===== src/rtl/input_conditioner.sv =====
// rtl/input_conditioner.sv - per-bit synchronize, debounce and edge-detect of board buttons and DIP switches
module input_conditioner #(
  parameter int                WIDTH           = 6,
  parameter int                SYNC_STAGES     = 2,
  parameter int                DEBOUNCE_CYCLES = 1000000,
  parameter logic [WIDTH-1:0]  INVERT_MASK     = 6'b000011,
  parameter logic [WIDTH-1:0]  INIT_LEVEL      = 6'b000000
) (
  input  logic             clk,
  input  logic             reset,
  input  logic [WIDTH-1:0] raw_in,
  output logic [WIDTH-1:0] level_out,
  output logic [WIDTH-1:0] rise_pulse,
  output logic [WIDTH-1:0] fall_pulse,
  output logic             any_change
);

  localparam int            CW      = $clog2(DEBOUNCE_CYCLES + 1);
  localparam logic [CW-1:0] CNT_MAX = CW'(DEBOUNCE_CYCLES);
  localparam logic [CW-1:0] CNT_ONE = CW'(1);

  typedef enum logic {IDLE, PENDING} state_t;

  logic [SYNC_STAGES-1:0][WIDTH-1:0] sync_q;
  logic [WIDTH-1:0]                  s;
  logic [WIDTH-1:0]                  accept;
  state_t                            state [WIDTH];
  logic [CW-1:0]                     cnt   [WIDTH];

  // Reset value of the chain is pre-inverted so s matches INIT_LEVEL straight out of reset.
  always_ff @(posedge clk) begin
    if (reset) begin
      sync_q <= {SYNC_STAGES{INIT_LEVEL ^ INVERT_MASK}};
    end else begin
      sync_q <= {sync_q[SYNC_STAGES-2:0], raw_in};
    end
  end

  assign s = sync_q[SYNC_STAGES-1] ^ INVERT_MASK;

  always_comb begin
    accept = '0;
    for (int i = 0; i < WIDTH; i++) begin
      accept[i] = (state[i] == PENDING) && (s[i] != level_out[i]) && (cnt[i] == CNT_MAX);
    end
  end

  always_ff @(posedge clk) begin
    if (reset) begin
      level_out  <= INIT_LEVEL;
      rise_pulse <= '0;
      fall_pulse <= '0;
      any_change <= 1'b0;
      for (int i = 0; i < WIDTH; i++) begin
        state[i] <= IDLE;
        cnt[i]   <= '0;
      end
    end else begin
      any_change <= |accept;
      for (int i = 0; i < WIDTH; i++) begin
        rise_pulse[i] <= accept[i] & s[i];
        fall_pulse[i] <= accept[i] & ~s[i];
        case (state[i])
          IDLE: begin
            if (s[i] != level_out[i]) begin
              state[i] <= PENDING;
              cnt[i]   <= CNT_ONE;
            end else begin
              cnt[i] <= '0;
            end
          end
          PENDING: begin
            // A return to the accepted level before the count completes is a glitch.
            if (s[i] == level_out[i]) begin
              state[i] <= IDLE;
              cnt[i]   <= '0;
            end else if (cnt[i] == CNT_MAX) begin
              level_out[i] <= s[i];
              state[i]     <= IDLE;
              cnt[i]       <= '0;
            end else begin
              cnt[i] <= cnt[i] + CNT_ONE;
            end
          end
        endcase
      end
    end
  end

endmodule


===== config.mk =====
export PLATFORM = sky130hd
export DESIGN_NAME = input_conditioner
export DESIGN_NICKNAME = d
export VERILOG_FILES = /design/src/rtl/input_conditioner.sv
export SDC_FILE = /design/constraint.sdc
export NUM_CORES = 1
export LEC_CHECK = 0
export CORE_MARGIN = 10
export CORE_UTILIZATION = 40
export CTS_CLUSTER_DIAMETER = 120
export DETAILED_ROUTE_END_ITERATION = 8
export PLACE_DENSITY = 0.53
export SLEW_MARGIN = 20
export SYNTH_ARGS = -nofsm -noshare
export SYNTH_HDL_FRONTEND = slang
export SYNTH_SLANG_ARGS = --single-unit

===== constraint.sdc =====
create_clock -name clk -period 4.3 [get_ports clk]
set_clock_uncertainty 0.1 [all_clocks]
set_input_delay 0.86 -clock clk [delete_from_list [all_inputs] [get_ports clk]]
set_output_delay 0.86 -clock clk [all_outputs]
set_load 0.02 [all_outputs]

==> impl_metrics.tcl <==
set metrics [dict create \
    status "finished clean" \
    critPathSlowestCell "or2_1" \
    synth-seq-cells 157 \
    hp-class "flip-flop to flip-flop" \
    worstSetupEndpoint "cnt[0][0]" \
    port_buffers 26 \
    path_clk_slew_ps 60 \
    fp.dieW_um 161.9 \
    critical-path-max-stage-delay_ps 570 \
    core_sq_um 19650 \
    hold_buffers 0 \
    synth_top_area_cell "edfxtp_1" \
    synthTopCellsByCount "153 x nor2_1, 126 x edfxtp_1, 63 x xor2_1, 51 x xnor2_1, 47 x nand3_1" \
    pre_cts_ws_ps 1260 \
    synth.most_common_cell "nor2_1" \
    antennaDiodeCount 0 \
    grt_setup_unrepaired "false" \
    dpl.hpwl_um 10680 \
    die_h_um 161.9 \
    first_pass_iters 4 \
    cts-resized-gates 0 \
    tightest_slew_ps 760.3 \
    post_cts.repair.setup_buffers 0 \
    internal-power_w 0.002663 \
    fin_nets 919 \
    drt_wl_total_um 14640 \
    synth_edf_count 126 \
    synth_top_area_frac 0.4701 \
    grt_max_degree 22 \
    synthCells 750 \
    grt.overflow.total 0 \
    ctsHtreeMaxLevel 4 \
    max_clock_freq_mhz 385.7 \
    fin_tns_setup_ps 0 \
    syn_area_per_cell_sq_um 10.73 \
    crit-reg2reg-capture "cnt[3][0]" \
    rr_worst_depth 7 \
    post-route-drc-count 0 \
    p_comb_frac 0.037 \
    grt_use_total 0.1168 \
    via_count 5500 \
    hold_violations 0 \
    drive_gt1_frac 0.05373 \
    area_growth_pct 19.07 \
    crit_fanout 21 \
    r2r_slack_ps 1740 \
    cts_tree "yes" \
    antenna_found_initial 0 \
    setup_viol 0 \
    fin_util 0.4877 \
    critPathRequiredTime_ps 4330 \
    grt_pass1_vias 5546 \
    crit_path_end_kind "flip-flop" \
    drv_slew 0 \
    worstSkewPairLatency_ps 410 \
    cts-buffers-inserted 17 \
    whs_ps 312.5 \
    postSynth.asyncResetShare 0 \
    drt.antenna.violating_nets 0 \
    power.share.clock 0.440 \
    startpoint "reset" \
    fin_cells 1177 \
    viasPerCell 4.673 \
    cp_cell_sequence "clkdlybuf4s50_1 -> buf_4 -> nand2b_1 -> or2_1 -> o22ai_1" \
    p_sw_frac 0.2075 \
    slew_headroom 0.4917 \
    ctsLongestPathBuffers 2 \
    grt_pass1_wl_um 25420 \
    place_congestion 0.7845 \
    maxCapViolations 0 \
    setup_slack_ps 1707 \
    powerDensity_nw_per_um2 350.6 \
    critPathKind "input port to flip-flop" \
    min_period_ps 2593 \
    ys_top_cells_by_area "edfxtp_1 47%, dfxtp_1 7.7%, nor2_1 7.1%" \
    yosysSeqAreaShare 0.5472 \
    post-route-period-util 0.6030 \
    pin_count 27 \
    ys_types 58 \
    worst_setup_path_start_kind "input port" \
    critPathArrivalTime_ps 2620 \
    fillers 1913 \
    p_sw_w 0.0006973 \
    p_seq_frac 0.523 \
    leakage_nw 3.446 \
    cts_sinks 157 \
    row_count 51 \
    max-vdd-ir-drop_mv 0.2838 \
    root_buffer "clkbuf_16" \
    ys.flop_type "edfxtp_1" \
    rr_startpoint "cnt[3][0]" \
    dp_cells 1145 \
    start_util 0.4095 \
    syn_area_sq_um 8049 \
    dieArea_sq_um 26200 \
    yosysWarnings 0 \
    wl_per_cell_um 12.44 \
    first_iter_violations 249 \
]
-- kinds of logic (layout without fill, tap and decap cells) --
logic type                 count (synthesis)  count (layout)  share of synthesized area
xor gates and xnor gates                 114             114                     0.1240
adders and majority gates                 12              12                    0.01865
buffers and inverters                     53              96                    0.02907
DFF                                      157             157                     0.5472
muxes                                      9               9                    0.01119
AOI/OAI and AO/OA                         19              19                    0.01943
other                                      1             120                  0.0004659
and+or+nand+nor                          385             385                     0.2500
-- routing by layer --
| layer | part of all wire | up-vias | global-route usage |
|---|---|---|---|
| met3 | 0.036 | 13 | 0.03059 |
| li1 | - | 2815 | - |
| met2 | 0.48 | 59 | 0.1937 |
| met5 | 0 | - | 0 |
| met4 | 0.011 | 0 | 0.04136 |
| met1 | 0.48 | 2613 | 0.1436 |
-- layout by cell type (no fill, tap or decap), types with 3 or more instances in the layout --
cell type / count
and3_1: 16
nand4b_1: 4
clkbuf_1: 4
or2_2: 8
edfxtp_1: 126
inv_1: 36
nor4b_1: 4
ha_1: 12
o21bai_1: 3
or4b_1: 3
o22ai_1: 4
xnor2_1: 51
clkbuf_8: 4
xor2_1: 63
clkbuf_16: 17
clkdlybuf4s50_1: 26
dfxtp_1: 31
nand3_1: 47
nor3_1: 23
nand4_1: 26
nor4bb_1: 4
and4_1: 10
conb_1: 120
nor2b_1: 10
nand2_1: 35
nor4_1: 9
mux2i_1: 9
nand2b_1: 8
nor2_1: 153
-- critical path: cells and delay by family --
family	cells	cell delay (ps)
simple gates	2	790
compound gates	1	160
buf+inv	2	810
-- state kept, by name, indices dropped and copies added (netlist names) --
name        count
cnt           120
sync_q          8
fall_pulse      6
level_out       6
rise_pulse      6
state           6
s               4
any_change      1
-- metrics by stage --
| stage | total power, W | instance area [sq um] |
|---|---|---|
| floorplan | 0.001874 | 8496 |
| global placement | 0.001907 | 9004 |
| detailed placement | 0.001911 | 9004 |
| CTS | 0.003399 | 9584 |
| global route | 0.003508 | 9584 |
| finish | 0.003361 | 9584 |
-- power groups by stage --
| stage | Clock (W) | Sequential, W | Combinational, W |
|---|---|---|---|
| final | 0.00148 | 0.00176 | 0.000125 |
| after global routing | 0.00160 | 0.00177 | 0.000145 |
| after CTS | 0.00152 | 0.00176 | 0.000123 |
| after detailed placement | 0 | 0.00179 | 0.000122 |
| after global placement | 0 | 0.00179 | 0.000121 |
| after floorplan | 0 | 0.00177 | 0.000104 |
-- worst min path at each step --
stage	startpoint	cells past startpoint	to	slack, ps
global route	sync_q[1]	1	sync_q[7]	320
detailed placement	sync_q[1]	1	sync_q[7]	300
floorplan	sync_q[0]	1	sync_q[6]	290
finish	sync_q[1]	1	sync_q[7]	310
global placement	sync_q[0]	1	sync_q[6]	290
CTS	sync_q[1]	1	sync_q[7]	310
-- final cells by class --
cell class / instances / area [sq um] / area share
clock buffers: 25 / 495.5 / 0.05170
clock inverters: 7 / 85.08 / 0.008877
inverters: 36 / 135.1 / 0.01410
multi-input cells: 659 / 3857 / 0.4025
flip-flops and latches: 157 / 4404 / 0.4595
well taps: 265 / 331.6 / 0.03460
repair buffers: 28 / 275.3 / 0.02872
(Power assumes the default switching activity.)
